==> src/rtl/pred_pkg.sv <==
// Shared predictor definitions: controller states, default counter constants
// and the saturating-counter update used by the PHT update path.
package pred_pkg;

    localparam int CNT_WIDTH_DEF = 2;
    localparam int CNT_MAX       = (1 << CNT_WIDTH_DEF) - 1;
    localparam int CNT_INIT      = 0;

    typedef enum logic {
        IDLE  = 1'b0,
        CLEAR = 1'b1
    } ctrl_state_t;

    // Saturating up/down step; cnt_max is passed in so any counter width works.
    function automatic int unsigned sat_update(int unsigned cnt, logic taken,
                                               int unsigned cnt_max);
        if (taken) begin
            return (cnt >= cnt_max) ? cnt_max : cnt + 1;
        end
        return (cnt == 0) ? 0 : cnt - 1;
    endfunction

endpackage

==> src/rtl/pht_update_ctrl_if.sv <==
// Branch-resolution bus: two resolution slots per cycle (slot 1 older) plus
// the shared ready back-pressure.
interface pht_update_ctrl_if #(
    parameter int INDEX_WIDTH = 8,
    parameter int CNT_WIDTH   = 2
);
    logic                   res_valid1;
    logic [INDEX_WIDTH-1:0] res_index1;
    logic                   res_taken1;
    logic [CNT_WIDTH-1:0]   res_count1;
    logic                   res_valid2;
    logic [INDEX_WIDTH-1:0] res_index2;
    logic                   res_taken2;
    logic [CNT_WIDTH-1:0]   res_count2;
    logic                   res_ready;

    modport master (
        output res_valid1, res_index1, res_taken1, res_count1,
        output res_valid2, res_index2, res_taken2, res_count2,
        input  res_ready
    );

    modport slave (
        input  res_valid1, res_index1, res_taken1, res_count1,
        input  res_valid2, res_index2, res_taken2, res_count2,
        output res_ready
    );
endinterface

==> src/rtl/pht_update_queue.sv <==
// Circular update queue: 2-wide enqueue, 0..2 dequeue per cycle, and
// newest-first index lookups used for forwarding and base selection.
module pht_update_queue #(
    parameter int INDEX_WIDTH = 8,
    parameter int CNT_WIDTH   = 2,
    parameter int QDEPTH      = 4,
    parameter int NUM_LOOKUP  = 3
) (
    input  logic                       clk,
    input  logic                       rst_n,
    input  logic                       flush,
    input  logic                       enq_en1,
    input  logic [INDEX_WIDTH-1:0]     enq_index1,
    input  logic [CNT_WIDTH-1:0]       enq_count1,
    input  logic                       enq_en2,
    input  logic [INDEX_WIDTH-1:0]     enq_index2,
    input  logic [CNT_WIDTH-1:0]       enq_count2,
    input  logic [1:0]                 deq_num,
    output logic [$clog2(QDEPTH):0]    occupancy,
    output logic [INDEX_WIDTH-1:0]     head_index0,
    output logic [CNT_WIDTH-1:0]       head_count0,
    output logic [INDEX_WIDTH-1:0]     head_index1,
    output logic [CNT_WIDTH-1:0]       head_count1,
    input  logic [INDEX_WIDTH-1:0]     lk_index [NUM_LOOKUP],
    output logic                       lk_hit   [NUM_LOOKUP],
    output logic [CNT_WIDTH-1:0]       lk_count [NUM_LOOKUP]
);
    localparam int PW = $clog2(QDEPTH);
    localparam int OW = PW + 1;

    logic [INDEX_WIDTH-1:0] ent_index_reg [QDEPTH];
    logic [CNT_WIDTH-1:0]   ent_count_reg [QDEPTH];
    logic [PW-1:0]          rd_ptr_reg, wr_ptr_reg;
    logic [OW-1:0]          occ_reg;
    logic [OW-1:0]          enq_num;

    assign enq_num     = OW'(enq_en1) + OW'(enq_en2);
    assign occupancy   = occ_reg;
    assign head_index0 = ent_index_reg[rd_ptr_reg];
    assign head_count0 = ent_count_reg[rd_ptr_reg];
    assign head_index1 = ent_index_reg[rd_ptr_reg + PW'(1)];
    assign head_count1 = ent_count_reg[rd_ptr_reg + PW'(1)];

    // Pointer/occupancy bookkeeping; a flush empties the queue outright.
    always_ff @(posedge clk) begin
        if (!rst_n || flush) begin
            rd_ptr_reg <= '0;
            wr_ptr_reg <= '0;
            occ_reg    <= '0;
        end else begin
            rd_ptr_reg <= rd_ptr_reg + PW'(deq_num);
            wr_ptr_reg <= wr_ptr_reg + PW'(enq_num);
            occ_reg    <= occ_reg + enq_num - OW'(deq_num);
        end
    end

    // Entry storage: a lone slot-2 enqueue is packed into the first free entry.
    always_ff @(posedge clk) begin
        if (enq_en1 || enq_en2) begin
            ent_index_reg[wr_ptr_reg] <= enq_en1 ? enq_index1 : enq_index2;
            ent_count_reg[wr_ptr_reg] <= enq_en1 ? enq_count1 : enq_count2;
        end
        if (enq_en1 && enq_en2) begin
            ent_index_reg[wr_ptr_reg + PW'(1)] <= enq_index2;
            ent_count_reg[wr_ptr_reg + PW'(1)] <= enq_count2;
        end
    end

    for (genvar gi = 0; gi < NUM_LOOKUP; gi++) begin : g_lookup
        logic                 hit;
        logic [CNT_WIDTH-1:0] cnt;
        // Scan oldest to newest so the newest matching entry wins.
        always_comb begin
            hit = 1'b0;
            cnt = '0;
            for (int j = 0; j < QDEPTH; j++) begin
                if (j < int'(occ_reg) &&
                    ent_index_reg[rd_ptr_reg + PW'(j)] == lk_index[gi]) begin
                    hit = 1'b1;
                    cnt = ent_count_reg[rd_ptr_reg + PW'(j)];
                end
            end
        end
        assign lk_hit[gi]   = hit;
        assign lk_count[gi] = cnt;
    end
endmodule

==> src/rtl/pht_update_ctrl.sv <==
// PHT write sequencer: turns branch resolutions into saturating-counter
// updates, queues and drains them two per cycle, forwards pending counters to
// the fetch read, and runs a full-table clear sweep on request.
module pht_update_ctrl #(
    parameter int INDEX_WIDTH = 8,
    parameter int CNT_WIDTH   = 2,
    parameter int CNT_INIT    = 0,
    parameter int QDEPTH      = 4
) (
    input  logic                   clk,
    input  logic                   rst_n,
    pht_update_ctrl_if.slave       res,
    input  logic                   clear_req,
    output logic                   clear_busy,
    input  logic [INDEX_WIDTH-1:0] rd_index,
    input  logic [CNT_WIDTH-1:0]   pht_rd_count,
    output logic [CNT_WIDTH-1:0]   pred_count,
    output logic                   pred_taken,
    output logic                   pht_wr_en1,
    output logic [INDEX_WIDTH-1:0] pht_wr_index1,
    output logic [CNT_WIDTH-1:0]   pht_wr_count1,
    output logic                   pht_wr_en2,
    output logic [INDEX_WIDTH-1:0] pht_wr_index2,
    output logic [CNT_WIDTH-1:0]   pht_wr_count2,
    output logic                   overflow_err
);
    import pred_pkg::*;

    localparam int          OW      = $clog2(QDEPTH) + 1;
    localparam int unsigned CNT_TOP = (1 << CNT_WIDTH) - 1;

    ctrl_state_t              state_reg, state_next;
    logic [INDEX_WIDTH-2:0]   sweep_reg, sweep_next;
    logic                     ovf_reg, ovf_next;

    logic [OW-1:0]            occ;
    logic [INDEX_WIDTH-1:0]   head_index0, head_index1;
    logic [CNT_WIDTH-1:0]     head_count0, head_count1;
    logic [INDEX_WIDTH-1:0]   lk_index [3];
    logic                     lk_hit   [3];
    logic [CNT_WIDTH-1:0]     lk_count [3];
    logic                     acc1, acc2, flush;
    logic [1:0]               deq_num;
    logic [CNT_WIDTH-1:0]     base1, base2, new1, new2;

    // Lookup 0 serves fetch forwarding, lookups 1/2 supply slot bases.
    assign lk_index[0] = rd_index;
    assign lk_index[1] = res.res_index1;
    assign lk_index[2] = res.res_index2;

    assign res.res_ready = (state_reg == IDLE) && (occ <= OW'(QDEPTH - 2));
    assign acc1          = res.res_valid1 && res.res_ready;
    assign acc2          = res.res_valid2 && res.res_ready;
    assign flush         = clear_req;
    assign clear_busy    = (state_reg == CLEAR);
    assign overflow_err  = ovf_reg;
    assign pred_taken    = pred_count[CNT_WIDTH-1];

    pht_update_queue #(
        .INDEX_WIDTH (INDEX_WIDTH),
        .CNT_WIDTH   (CNT_WIDTH),
        .QDEPTH      (QDEPTH),
        .NUM_LOOKUP  (3)
    ) u_queue (
        .clk         (clk),
        .rst_n       (rst_n),
        .flush       (flush),
        .enq_en1     (acc1),
        .enq_index1  (res.res_index1),
        .enq_count1  (new1),
        .enq_en2     (acc2),
        .enq_index2  (res.res_index2),
        .enq_count2  (new2),
        .deq_num     (deq_num),
        .occupancy   (occ),
        .head_index0 (head_index0),
        .head_count0 (head_count0),
        .head_index1 (head_index1),
        .head_count1 (head_count1),
        .lk_index    (lk_index),
        .lk_hit      (lk_hit),
        .lk_count    (lk_count)
    );

    // Update arithmetic: pending queue value beats the prediction-time sample,
    // and slot 2 chains off slot 1 when both hit the same index.
    always_comb begin
        base1 = lk_hit[1] ? lk_count[1] : res.res_count1;
        new1  = CNT_WIDTH'(sat_update(32'(base1), res.res_taken1, CNT_TOP));
        if (res.res_valid1 && (res.res_index2 == res.res_index1)) begin
            base2 = new1;
        end else begin
            base2 = lk_hit[2] ? lk_count[2] : res.res_count2;
        end
        new2 = CNT_WIDTH'(sat_update(32'(base2), res.res_taken2, CNT_TOP));
    end

    // State, sweep pointer and sticky overflow flag.
    always_ff @(posedge clk) begin
        if (!rst_n) begin
            state_reg <= IDLE;
            sweep_reg <= '0;
            ovf_reg   <= 1'b0;
        end else begin
            state_reg <= state_next;
            sweep_reg <= sweep_next;
            ovf_reg   <= ovf_next;
        end
    end

    // Next-state logic plus write-port, dequeue and forwarding muxes.
    always_comb begin
        state_next    = state_reg;
        sweep_next    = sweep_reg;
        ovf_next      = ovf_reg | ((res.res_valid1 | res.res_valid2) & ~res.res_ready);
        deq_num       = 2'd0;
        pht_wr_en1    = 1'b0;
        pht_wr_index1 = head_index0;
        pht_wr_count1 = head_count0;
        pht_wr_en2    = 1'b0;
        pht_wr_index2 = head_index1;
        pht_wr_count2 = head_count1;
        pred_count    = lk_hit[0] ? lk_count[0] : pht_rd_count;

        case (state_reg)
            IDLE: begin
                if (occ >= OW'(2)) begin
                    deq_num    = 2'd2;
                    pht_wr_en1 = (head_index0 != head_index1);
                    pht_wr_en2 = 1'b1;
                end else if (occ == OW'(1)) begin
                    deq_num    = 2'd1;
                    pht_wr_en1 = 1'b1;
                end
                if (clear_req) begin
                    state_next = CLEAR;
                    sweep_next = '0;
                end
            end
            CLEAR: begin
                pht_wr_en1    = 1'b1;
                pht_wr_index1 = {sweep_reg, 1'b0};
                pht_wr_count1 = CNT_WIDTH'(CNT_INIT);
                pht_wr_en2    = 1'b1;
                pht_wr_index2 = {sweep_reg, 1'b1};
                pht_wr_count2 = CNT_WIDTH'(CNT_INIT);
                pred_count    = CNT_WIDTH'(CNT_INIT);
                if (clear_req) begin
                    sweep_next = '0;
                end else if (sweep_reg == '1) begin
                    state_next = IDLE;
                    sweep_next = '0;
                end else begin
                    sweep_next = sweep_reg + 1'b1;
                end
            end
            default: state_next = IDLE;
        endcase
    end
endmodule

==> src/flat_wrapper.sv <==
// flat-port wrapper written by rule: the top's interface ports become plain ports
module pht_update_ctrl_flat import pred_pkg::*;
#(
    parameter int INDEX_WIDTH = 8,
    parameter int CNT_WIDTH   = 2,
    parameter int CNT_INIT    = 0,
    parameter int QDEPTH      = 4
)
  (clk, rst_n, clear_req, clear_busy, rd_index, pht_rd_count, pred_count, pred_taken, pht_wr_en1, pht_wr_index1, pht_wr_count1, pht_wr_en2, pht_wr_index2, pht_wr_count2, overflow_err, res_res_valid1, res_res_index1, res_res_taken1, res_res_count1, res_res_valid2, res_res_index2, res_res_taken2, res_res_count2, res_res_ready);
  pht_update_ctrl_if #(.INDEX_WIDTH(INDEX_WIDTH), .CNT_WIDTH(CNT_WIDTH)) res_i ();
  input  logic clk;
  input  logic rst_n;
  input  logic clear_req;
  output logic clear_busy;
  input  logic [INDEX_WIDTH-1:0] rd_index;
  input  logic [CNT_WIDTH-1:0] pht_rd_count;
  output logic [CNT_WIDTH-1:0] pred_count;
  output logic pred_taken;
  output logic pht_wr_en1;
  output logic [INDEX_WIDTH-1:0] pht_wr_index1;
  output logic [CNT_WIDTH-1:0] pht_wr_count1;
  output logic pht_wr_en2;
  output logic [INDEX_WIDTH-1:0] pht_wr_index2;
  output logic [CNT_WIDTH-1:0] pht_wr_count2;
  output logic overflow_err;
  input wire logic [$bits(res_i.res_valid1)-1:0] res_res_valid1;
  input wire logic [$bits(res_i.res_index1)-1:0] res_res_index1;
  input wire logic [$bits(res_i.res_taken1)-1:0] res_res_taken1;
  input wire logic [$bits(res_i.res_count1)-1:0] res_res_count1;
  input wire logic [$bits(res_i.res_valid2)-1:0] res_res_valid2;
  input wire logic [$bits(res_i.res_index2)-1:0] res_res_index2;
  input wire logic [$bits(res_i.res_taken2)-1:0] res_res_taken2;
  input wire logic [$bits(res_i.res_count2)-1:0] res_res_count2;
  output wire logic [$bits(res_i.res_ready)-1:0] res_res_ready;
  assign res_i.res_valid1 = res_res_valid1;
  assign res_i.res_index1 = res_res_index1;
  assign res_i.res_taken1 = res_res_taken1;
  assign res_i.res_count1 = res_res_count1;
  assign res_i.res_valid2 = res_res_valid2;
  assign res_i.res_index2 = res_res_index2;
  assign res_i.res_taken2 = res_res_taken2;
  assign res_i.res_count2 = res_res_count2;
  assign res_res_ready = res_i.res_ready;
  pht_update_ctrl #(.INDEX_WIDTH(INDEX_WIDTH), .CNT_WIDTH(CNT_WIDTH), .CNT_INIT(CNT_INIT), .QDEPTH(QDEPTH)) u_core (.clk(clk), .rst_n(rst_n), .res(res_i), .clear_req(clear_req), .clear_busy(clear_busy), .rd_index(rd_index), .pht_rd_count(pht_rd_count), .pred_count(pred_count), .pred_taken(pred_taken), .pht_wr_en1(pht_wr_en1), .pht_wr_index1(pht_wr_index1), .pht_wr_count1(pht_wr_count1), .pht_wr_en2(pht_wr_en2), .pht_wr_index2(pht_wr_index2), .pht_wr_count2(pht_wr_count2), .overflow_err(overflow_err));
endmodule
==> config.mk <==
export PLATFORM = sky130hd
export DESIGN_NAME = pht_update_ctrl_flat
export DESIGN_NICKNAME = d
export VERILOG_FILES = /design/src/rtl/pred_pkg.sv /design/src/rtl/pht_update_ctrl_if.sv /design/src/rtl/pht_update_queue.sv /design/src/rtl/pht_update_ctrl.sv /design/src/flat_wrapper.sv
export SDC_FILE = /design/constraint.sdc
export NUM_CORES = 1
export LEC_CHECK = 0
export CAP_MARGIN = 20
export CORE_UTILIZATION = 39
export DETAILED_ROUTE_END_ITERATION = 6
export HOLD_SLACK_MARGIN = 0.03
export PLACE_DENSITY = 0.56
export REMOVE_ABC_BUFFERS = 1
export SKIP_LAST_GASP = 1
export SYNTH_ARGS = -nofsm -noshare
export SYNTH_HDL_FRONTEND = slang
export SYNTH_SLANG_ARGS = --single-unit
==> constraint.sdc <==
create_clock -name clk -period 4 [get_ports clk]
set_clock_uncertainty 0.2 [all_clocks]
set_input_delay 0.6 -clock clk [delete_from_list [all_inputs] [get_ports clk]]
set_output_delay 0.6 -clock clk [all_outputs]
set_load 0.01 [all_outputs]
==> metrics, run 1 <==
antenna cells=0; r2r setup slk=0.11 ns; Register-to-Register Path Depth=12; total wire length=21.1 mm; Leakage Power=2.93 nW; combinational share of power=49.0%; drt initial violations=419; worst vdd ir=0.184 mV; crit path capture=u_core.u_queue.ent_count_reg[2][0]$_DFFE_PP_; sequential area share after synthesis=24.7%; Vias=5724; GRT Total Usage=26.5%; Post-layout nets=848; fin crit share=97.4%; DRT Pass-1 Iters=7; Vias/cell=5.64; layout cells sized above 1=28.3%; CP top delay family=compound AO/OA/AOI/OAI gates; CTS Root Cell=clkbuf_16; Initial Util=40.1%; vias in the first global route=5484; slowest stage delay, CP=0.54 ns; worst min path class=flip-flop to flip-flop; gr ovfl total=0; die span in y=128 um; worst skew pair latency=0.31 ns; ys flop type=edfxtp_1; Pwr Density=292 mW/mm^2; Internal=1.48 mW; IO Port Bufs=64; placed instance count=998; Final Setup Violations=0; TritonCTS clock tree=built; sequential power share=31.5%; Hold Fails Final Rpt=0; Rows=45; Critical Path RT=3.92 ns; CP max FO=17; Area Growth Syn to Fin=30.7%; post-DP HPWL=17.2 mm; fin crit period=3.89 ns; crit start category=flip-flop; CTS sink cnt=56; outcome=finished, final reports clean; Synth Register Bits=56; Max stage delay cell, worst path=mux4_2; max FFs per register=32; CP Launch Point=u_core.u_queue.rd_ptr_reg[1]$_SDFF_PP0_; Worst setup EP type=flip-flop; Buf+Inv Stages, Crit Path=2; Post-Syn Area per Cell=9.34 um^2; crit-path cells=buf_12, mux4_2, buf_4, xor2_1, or2_4, a2111oi_4, nor4_2, o31a_1, o31ai_4, xnor2_1, mux2_4, a221oi_1; Post-Syn Area=0.00615 mm^2; die width=128 um; maximum clock path buffer count=2; Max H-tree Level=2; Cell variety after synth=67; Worst slew margin=59.9%; CTS clock-pin slew for the worst setup and hold paths=0.07 ns; Fillers=1458; Crit. path cell count=12; Synth async-reset ratio=0%; Net Switching=868 uW; utilization after layout=52.5%; area occupied by multi-input gates=0.00442 mm^2; Post-DRT Antenna Nets=0; largest net degree at the start of global routing=48; Sequential cell area=0.00153 mm^2; Post-synth EDFFs=40; Ports=65; max_cap viols=0; switch share=37.0%; first-pass GRT wire length=31.9 mm; Die Footprint=0.0163 mm^2; YS warnings=0; clock power share=19.5%; max-slew violations=0; initial antenna violation count=0; DRC errors left=0; drt wl/cell=20.8 um; hold depth=1; reg2reg end=u_core.u_queue.ent_count_reg[2][0]$_DFFE_PP_; CP Class=flip-flop to flip-flop; Cells after Synth=658; CTS Buf Count=5; fin cells=1014; RSZ-0062 raised after global routing=true; Max Fclk=257 MHz; area of the core=0.0153 mm^2; RR Startpoint=u_core.u_queue.rd_ptr_reg[1]$_SDFF_PP0_; worst-margin pin slew=0.602 ns; GP Congestion=1.00; critical path arrival=3.81 ns
-- synthesized netlist by cell type, types with 3 or more instances --
cell       instances  area, um^2
nand2b_1           7        43.8
a21oi_1           11        55.1
buf_6              5        56.3
nor4_1             9        56.3
o21bai_1           3        22.5
a31oi_1            4        25.0
o22ai_1            5        31.3
buf_2              7        35.0
nand4_1           16         100
edfxtp_1          40        1200
mux2_2            41         462
and3_1             5        31.3
or3_1              9        56.3
nor3_1            13        65.1
nor2b_1            4        25.0
nor4b_1            3        26.3
inv_1             23        86.3
mux4_2            21         473
buf_1             11        41.3
nand2_1           56         210
o31ai_1            4        30.0
xor2_1            40         350
mux2i_1           45         450
o21ai_0           20         100
xnor2_1           91         797
a221oi_1           4        35.0
clkbuf_1          19        71.3
a211oi_1           3        22.5
nor2_1            44         165
nand3_1           13        65.1
buf_4              4        30.0
ha_1               8         100
o2111ai_1          4        35.0
a21boi_0          10        75.1
dfxtp_1           16         320
-- timing repair --
item | CTS | global route
pin swaps | 0 | 6
setup buffers | 0 | 7
endpoints found under the setup margin | 6 | 11
hold buffers | 0 | 0
resized for setup | 10 | 28
gates cloned | 1 | 0
-- layout make-up --
type | instances | share of cell area [%]
Clock buffer | 6 | 1.60
Sequential cell | 56 | 19.0
Clock inverter | 2 | 0.140
Timing Repair Buffer | 183 | 19.9
Tap cell | 211 | 3.29
Inverter | 24 | 1.12
Multi-Input combinational cell | 532 | 55.0
-- power groups by stage --
| stage | clock, mW | sequential, mW | combinational [mW] |
|---|---|---|---|
| 2_1_floorplan | 0 | 0.752 | 0.599 |
| 4_1_cts | 0.463 | 0.736 | 1.12 |
| 5_1_grt | 0.485 | 0.745 | 1.23 |
| 6_report | 0.457 | 0.740 | 1.15 |
| 3_3_place_gp | 0 | 0.746 | 1.10 |
| 3_5_place_dp | 0 | 0.749 | 1.11 |
-- layout by cell type, fill, tap and decap left out, types with 23 or more instances in the layout --
cell,count
buf_4,113
xnor2_1,87
clkdlybuf4s50_1,61
nand2_1,55
nor2_1,44
mux2_2,41
mux2i_1,41
xor2_1,40
edfxtp_1,40
inv_1,23
-- per-layer routing --
layer	GRT usage, %	vias up	part of all wire [%]
met2	43.3	212	46
met5	0	-	0
met3	3.64	31	6.0
met4	8.96	0	2.6
met1	36.0	2805	45
li1	-	2676	-
-- worst register-to-register path, cell delays in order, from the launching register on --
cell	delay, ns
dfxtp_2	0.36
buf_12	0.16
mux4_2	0.56
buf_4	0.18
xor2_1	0.16
or2_4	0.25
a2111oi_4	0.39
nor4_2	0.10
o31a_1	0.34
o31ai_4	0.24
xnor2_1	0.17
mux2_4	0.35
a221oi_1	0.26
-- logic make-up (layout without fill, tap and decap cells) --
| group | after synthesis | after routing | synth area share, % |
|---|---|---|---|
| fa+ha+maj | 11 | 11 | 2.28 |
| xor+xnor | 131 | 131 | 18.7 |
| simple gates | 191 | 191 | 15.3 |
| buf+inv | 70 | 215 | 5.27 |
| mux | 110 | 110 | 23.2 |
| compound gates | 89 | 89 | 10.6 |
| flops | 56 | 56 | 24.7 |
-- through the flow --
stage | total power [mW] | hold slack, ns | instance area (um^2) | TNS (ns) | worst slack, ns
after floorplan | 1.35 | 0.253 | 5910 | -12.89 | -1.29
after global placement | 1.84 | 0.249 | 7700 | -0.386 | -0.0788
after detailed placement | 1.86 | 0.260 | 7700 | -0.293 | -0.0756
after CTS | 2.32 | 0.282 | 7900 | 0 | 0.0252
after global routing | 2.46 | 0.287 | 8030 | -0.0887 | -0.0343
final | 2.35 | 0.281 | 8030 | 0 | 0.105
-- how the worst min path moves through the flow --
| stage | startpoint | end | slack (ns) |
|---|---|---|---|
| CTS | u_core.overflow_err$_SDFF_PN0_ | u_core.overflow_err$_SDFF_PN0_ | 0.28 |
| global route | u_core.overflow_err$_SDFF_PN0_ | u_core.overflow_err$_SDFF_PN0_ | 0.29 |
| finish | u_core.overflow_err$_SDFF_PN0_ | u_core.overflow_err$_SDFF_PN0_ | 0.28 |
| floorplan | u_core.sweep_reg[5]$_SDFFE_PN0P_ | u_core.sweep_reg[5]$_SDFFE_PN0P_ | 0.25 |
| detailed placement | u_core.overflow_err$_SDFF_PN0_ | u_core.overflow_err$_SDFF_PN0_ | 0.26 |
| global placement | u_core.overflow_err$_SDFF_PN0_ | u_core.overflow_err$_SDFF_PN0_ | 0.25 |
Note: power is estimated with default switching activity, not from simulation.
==> run 2: changes to the inputs <==
CORE_UTILIZATION = 38   (was 39)
PLACE_DENSITY = 0.54   (was 0.56)
SLEW_MARGIN = 40   (was not set)
==> metrics, run 2 (synthesis gave the netlist of run 1 again) <==
crit start category=flip-flop (unchanged); Initial Util=38.8% (was 40.1%); Area Growth Syn to Fin=32.9% (was 30.7%); Max H-tree Level=2 (unchanged); CP top delay family=compound AO/OA/AOI/OAI gates (unchanged); maximum clock path buffer count=2 (unchanged); layout cells sized above 1=29.4% (was 28.3%); worst vdd ir=0.175 mV (was 0.184 mV); hold slack=0.283 ns (was 0.281 ns); most frequent cells in the layout=buf_4, xnor2_1, clkdlybuf4s50_1 (unchanged); critical path arrival=3.84 ns (was 3.81 ns); crit-path cells=buf_12, buf_4, mux4_2, buf_4, xnor2_1, nand2_2, a2111oi_4, nor4_1, o31a_1, o31ai_4, xnor2_1, mux2_4, a221oi_1 (was buf_12, mux4_2, buf_4, xor2_1, or2_4, a2111oi_4, nor4_2, o31a_1, o31ai_4, xnor2_1, mux2_4, a221oi_1); Post-DRT Antenna Nets=0 (unchanged); GRT Total Usage=28.0% (was 26.5%); CTS clock-pin slew for the worst setup and hold paths=0.08 ns (was 0.07 ns); die span in y=129 um (was 128 um); fin crit share=98.1% (was 97.4%); DRT Pass-1 Iters=7 (unchanged); Hold Fails Final Rpt=0 (unchanged); CTS Buf Count=5 (unchanged); Ports=65 (unchanged); Critical Path RT=3.92 ns (about the same); die width=129 um (was 128 um); outcome=finished with violations (was finished, final reports clean); largest net degree at the start of global routing=48 (unchanged); fin crit period=3.92 ns (was 3.89 ns); switch share=36.2% (was 37.0%); drt initial violations=459 (was 419); CP Class=flip-flop to flip-flop (unchanged); vias in the first global route=5785 (was 5484); clock power share=21.5% (was 19.5%); drt wl/cell=21.8 um (was 20.8 um); Fillers=1457 (was 1458); total wire length=22.3 mm (was 21.1 mm); sequential power share=30.0% (was 31.5%); worst skew pair latency=0.31 ns (about the same); max_cap viols=0 (unchanged); commonest non-fill, non-tap cell in the layout=buf_4 (unchanged); Final Setup Violations=0 (unchanged); Net Switching=892 uW (was 868 uW); Pwr Density=302 mW/mm^2 (was 292 mW/mm^2); IO Port Bufs=64 (unchanged); DRC errors left=1 (was 0); Post-layout nets=849 (was 848); combinational share of power=48.5% (was 49.0%); GP Congestion=1.03 (was 1.00); first-pass GRT wire length=33.8 mm (was 31.9 mm); max FFs per register=32 (unchanged); Internal=1.57 mW (was 1.48 mW); CTS sink cnt=56 (unchanged); CP max FO=11 (was 17); antenna cells=0 (unchanged); worst-margin pin slew=0.666 ns (was 0.602 ns); TritonCTS clock tree=built (unchanged); Max Fclk=255 MHz (was 257 MHz); Vias/cell=5.63 (was 5.64); failing checks=DRC; worst min path class=flip-flop to flip-flop (unchanged); Worst slew margin=55.6% (was 59.9%); post-DP HPWL=17.8 mm (was 17.2 mm); CTS Root Cell=clkbuf_16 (unchanged); Buf+Inv Stages, Crit Path=3 (was 2); Final Power=2.46 mW (was 2.35 mW); Rows=46 (was 45); gr ovfl total=0 (unchanged); area of the core=0.0158 mm^2 (was 0.0153 mm^2); Die Footprint=0.0167 mm^2 (was 0.0163 mm^2); Worst setup EP type=flip-flop (unchanged); Max stage delay cell, worst path=mux4_2 (unchanged); hold buffers post-CTS=0 (unchanged); RSZ-0062 raised after global routing=true (unchanged); Leakage Power=2.97 nW (was 2.93 nW); Vias=5745 (was 5724); max-slew violations=0 (unchanged); slowest stage delay, CP=0.53 ns (was 0.54 ns); initial antenna violation count=0 (unchanged)
[run 2: worst register-to-register path, stage by stage (launching register included)]
cell	delay [ns]
dfxtp_4	0.38
buf_12	0.14
buf_4	0.14
mux4_2	0.53
buf_4	0.17
xnor2_1	0.15
nand2_2	0.12
a2111oi_4	0.36
nor4_1	0.08
o31a_1	0.35
o31ai_4	0.32
xnor2_1	0.18
mux2_4	0.35
a221oi_1	0.27
[run 2: cell type report]
class	count	area, um^2	area share, %
tap	216	270	3.31
multi-input combinational	532	4470	54.7
sequential	56	1530	18.7
clock buffer	8	179	2.19
inverter	24	90.1	1.10
timing repair buffer	184	1630	20.0
[run 2: path summary, 6_finish.rpt]
kind	from	end	slack [ns]	cells past startpoint
hold reg to reg	u_core.overflow_err$_SDFF_PN0_	u_core.overflow_err$_SDFF_PN0_	0.28	1
setup reg to reg	u_core.u_queue.rd_ptr_reg[1]$_SDFF_PP0_	u_core.u_queue.ent_count_reg[0][0]$_DFFE_PP_	0.08	13
setup / recovery	u_core.u_queue.rd_ptr_reg[1]$_SDFF_PP0_	u_core.u_queue.ent_count_reg[0][0]$_DFFE_PP_	0.08	13
hold / removal	u_core.overflow_err$_SDFF_PN0_	u_core.overflow_err$_SDFF_PN0_	0.28	1
[run 2: layer usage]
layer,vias up,global-route usage [%],routed length [um]
met3,54,5.00,1280
met4,0,13.8,1020
met2,222,46.1,10300
met1,2783,35.3,9630
met5,-,0,0
li1,2686,-,-
[run 2: metrics by stage]
stage                     std cells  setup slack, ns  utilization, %  setup TNS, ns  cell area, um^2
after floorplan                 612            -1.29               -         -12.89             5910
after global placement         1008           -0.155            49.3         -0.915             7800
after detailed placement       1008           -0.191            49.4          -1.46             7810
after CTS                      1017          -0.0228            50.7        -0.0419             8030
after global routing           1020          -0.0643            51.6         -0.353             8170
final                          1020           0.0769            51.6              0             8170
[run 2: timing repair]
item                                    4_1_cts  5_1_grt
gates cloned                                  0        0
endpoints found under the setup margin       11       11
pin swaps                                     0        5
gates resized for setup                      11       34
setup buffers                                 1        3
[run 2: power by group through the flow]
stage,Sequential (mW),Clock (mW),Combinational (mW)
after detailed placement,0.749,0,1.15
after global routing,0.743,0.561,1.28
after floorplan,0.752,0,0.599
after CTS,0.735,0.553,1.16
after global placement,0.745,0,1.14
final,0.738,0.530,1.20
==> run 3: changes to the inputs <==
CAP_MARGIN = not set   (was 20)
clock period = 4.1 ns   (was 4 ns; I/O delays follow)
==> metrics, run 3 (synthesis gave the netlist of run 1 again) <==
outcome=finished, final reports clean (was finished with violations); crit-path cells=clkdlybuf4s50_1, buf_4, buf_4, xnor2_1, nor3_1, o21ai_0, o31ai_1, nor4b_1, a211oi_1, buf_4, or4_1, o211a_1, o22ai_1 (was buf_12, buf_4, mux4_2, buf_4, xnor2_1, nand2_2, a2111oi_4, nor4_1, o31a_1, o31ai_4, xnor2_1, mux2_4, a221oi_1); commonest non-fill, non-tap cell in the layout=buf_4 (unchanged); Final Setup Violations=0 (unchanged); Fillers=1467 (was 1457); Final WS setup=0.0503 ns (was 0.0769 ns); crit start category=primary input (was flip-flop); IO Port Bufs=64 (unchanged); CTS Root Cell=clkbuf_16 (unchanged); CTS clock-pin slew for the worst setup and hold paths=0.08 ns (about the same); post-DP HPWL=17.7 mm (was 17.8 mm); initial antenna violation count=0 (unchanged); fin crit period=4.05 ns; vias in the first global route=5548 (was 5785); antenna cells=0 (unchanged); drt initial violations=504 (was 459); Worst slew margin=46.4% (was 55.6%); worst skew pair latency=0.32 ns (was 0.31 ns); Register-to-Register Path Depth=14 (was 13); Max Fclk=247 MHz; DRC errors left=0 (was 1); Ports=65 (unchanged); CP Class=primary input to flip-flop (was flip-flop to flip-flop); fin cells=1005 (was 1020); crit path capture=u_core.u_queue.ent_count_reg[3][1]$_DFFE_PP_ (was u_core.u_queue.ent_count_reg[0][0]$_DFFE_PP_); Initial Util=38.8% (unchanged); post-placement setup slack=-0.180 ns (was -0.191 ns); area occupied by multi-input gates=0.00443 mm^2 (was 0.00447 mm^2); Pwr Density=293 mW/mm^2 (was 302 mW/mm^2); hold depth=1 (unchanged); hold slack=0.276 ns (was 0.283 ns); first-pass GRT wire length=33.0 mm (was 33.8 mm); CP Launch Point=res_res_index2[4] (was u_core.u_queue.rd_ptr_reg[1]$_SDFF_PP0_); Post-DRT Antenna Nets=0 (unchanged); GP Congestion=1.04 (was 1.03); Final Power=2.34 mW (was 2.46 mW); worst-margin pin slew=0.795 ns (was 0.666 ns); Die Footprint=0.0167 mm^2 (unchanged); worst vdd ir=0.191 mV (was 0.175 mV); Hold Fails Final Rpt=0 (unchanged); Critical Path RT=4.06 ns (was 3.92 ns); die span in y=129 um (unchanged); CP max FO=6 (was 11); Max H-tree Level=2 (unchanged); RSZ-0062 raised after global routing=true (unchanged); max-slew violations=0 (unchanged); total wire length=22.2 mm (was 22.3 mm); worst min path class=flip-flop to flip-flop (unchanged); critical path arrival=4.01 ns (was 3.84 ns); DRT Pass-1 Iters=5 (was 7); Vias=5712 (was 5745); TritonCTS clock tree=built (unchanged); r2r setup slk=0.09 ns (was 0.08 ns); Post-layout nets=834 (was 849); GRT Total Usage=27.2% (was 28.0%); most frequent cells in the layout=buf_4, xnor2_1, clkdlybuf4s50_1 (unchanged); Worst setup EP type=flip-flop (unchanged); placed instance count=995 (was 1008); Leakage Power=2.88 nW (was 2.97 nW); max_cap viols=0 (unchanged); maximum clock path buffer count=2 (unchanged); fin crit share=98.8%; CTS Buf Count=5 (unchanged); Area Growth Syn to Fin=30.2% (was 32.9%); Vias/cell=5.68 (was 5.63); Rows=46 (unchanged); slowest stage delay, CP=0.63 ns (was 0.53 ns); largest net degree at the start of global routing=48 (unchanged); reg2reg end=u_core.u_queue.ent_count_reg[3][1]$_DFFE_PP_ (was u_core.u_queue.ent_count_reg[0][0]$_DFFE_PP_); most used cell, CP=buf_4; drt wl/cell=22.1 um (was 21.8 um); area of the core=0.0158 mm^2 (unchanged); CTS sink cnt=56 (unchanged); Max stage delay cell, worst path=o21ai_0 (was mux4_2); gr ovfl total=0 (unchanged); max FFs per register=32 (unchanged); Sequential cell area=0.00153 mm^2 (unchanged); RR Startpoint=u_core.u_queue.rd_ptr_reg[1]$_SDFF_PP0_ (unchanged); layout cells sized above 1=26.5% (was 29.4%); die width=129 um (unchanged)
[run 3: per-stage QoR]
stage / utilization [%] / TNS [ns] / area (um^2)
2_1_floorplan: - / -11.75 / 5910
3_3_place_gp: 48.6 / -0.100 / 7690
3_5_place_dp: 48.6 / -0.861 / 7690
4_1_cts: 50.0 / 0 / 7910
5_1_grt: 50.6 / -0.210 / 8010
6_report: 50.6 / 0 / 8010
[run 3: final cells by class]
type	count	area share, %
well taps	216	3.38
multi-input cells	532	55.4
clock buffers	6	1.61
flip-flops and latches	56	19.1
repair buffers	169	19.2
inverters	24	1.13
clock inverters	2	0.188
[run 3: repair_timing]
| action | in CTS | in global routing |
|---|---|---|
| buffers inserted | 1 | 0 |
| endpoints found under the setup margin | 6 | 11 |
| resized for setup | 12 | 18 |
| pin swaps | 2 | 6 |
| hold buffers | 0 | 0 |
| cloned | 1 | 0 |
[run 3: worst min-delay path by stage]
stage	from	endpoint
2_1_floorplan	u_core.sweep_reg[5]$_SDFFE_PN0P_	u_core.sweep_reg[5]$_SDFFE_PN0P_
3_3_place_gp	u_core.overflow_err$_SDFF_PN0_	u_core.overflow_err$_SDFF_PN0_
3_5_place_dp	u_core.overflow_err$_SDFF_PN0_	u_core.overflow_err$_SDFF_PN0_
4_1_cts	u_core.overflow_err$_SDFF_PN0_	u_core.overflow_err$_SDFF_PN0_
5_1_grt	u_core.overflow_err$_SDFF_PN0_	u_core.overflow_err$_SDFF_PN0_
6_report	u_core.overflow_err$_SDFF_PN0_	u_core.overflow_err$_SDFF_PN0_
[run 3: critical path: cells and delay by family]
kind / cells / cell delay, ns
AO/OA/AOI/OAI: 5 / 1.30
buffers and inverters: 4 / 0.99
AND/OR/NAND/NOR: 3 / 0.90
XOR/XNOR: 1 / 0.20
[run 3: power breakdown]
part           leakage (nW)  total (mW)  switching, mW  internal (mW)
Combinational          2.31        1.15          0.594          0.552
Clock                0.0718       0.479          0.247          0.232
Sequential            0.502       0.721         0.0533          0.667
[run 3: metal layers]
layer / track usage [%] / wire length [um] / vias up
li1: - / - / 2635
met1: 36.5 / 9590 / 2793
met2: 43.5 / 10300 / 240
met3: 5.04 / 1670 / 44
met4: 10.2 / 663 / 0
met5: 0 / 0 / -
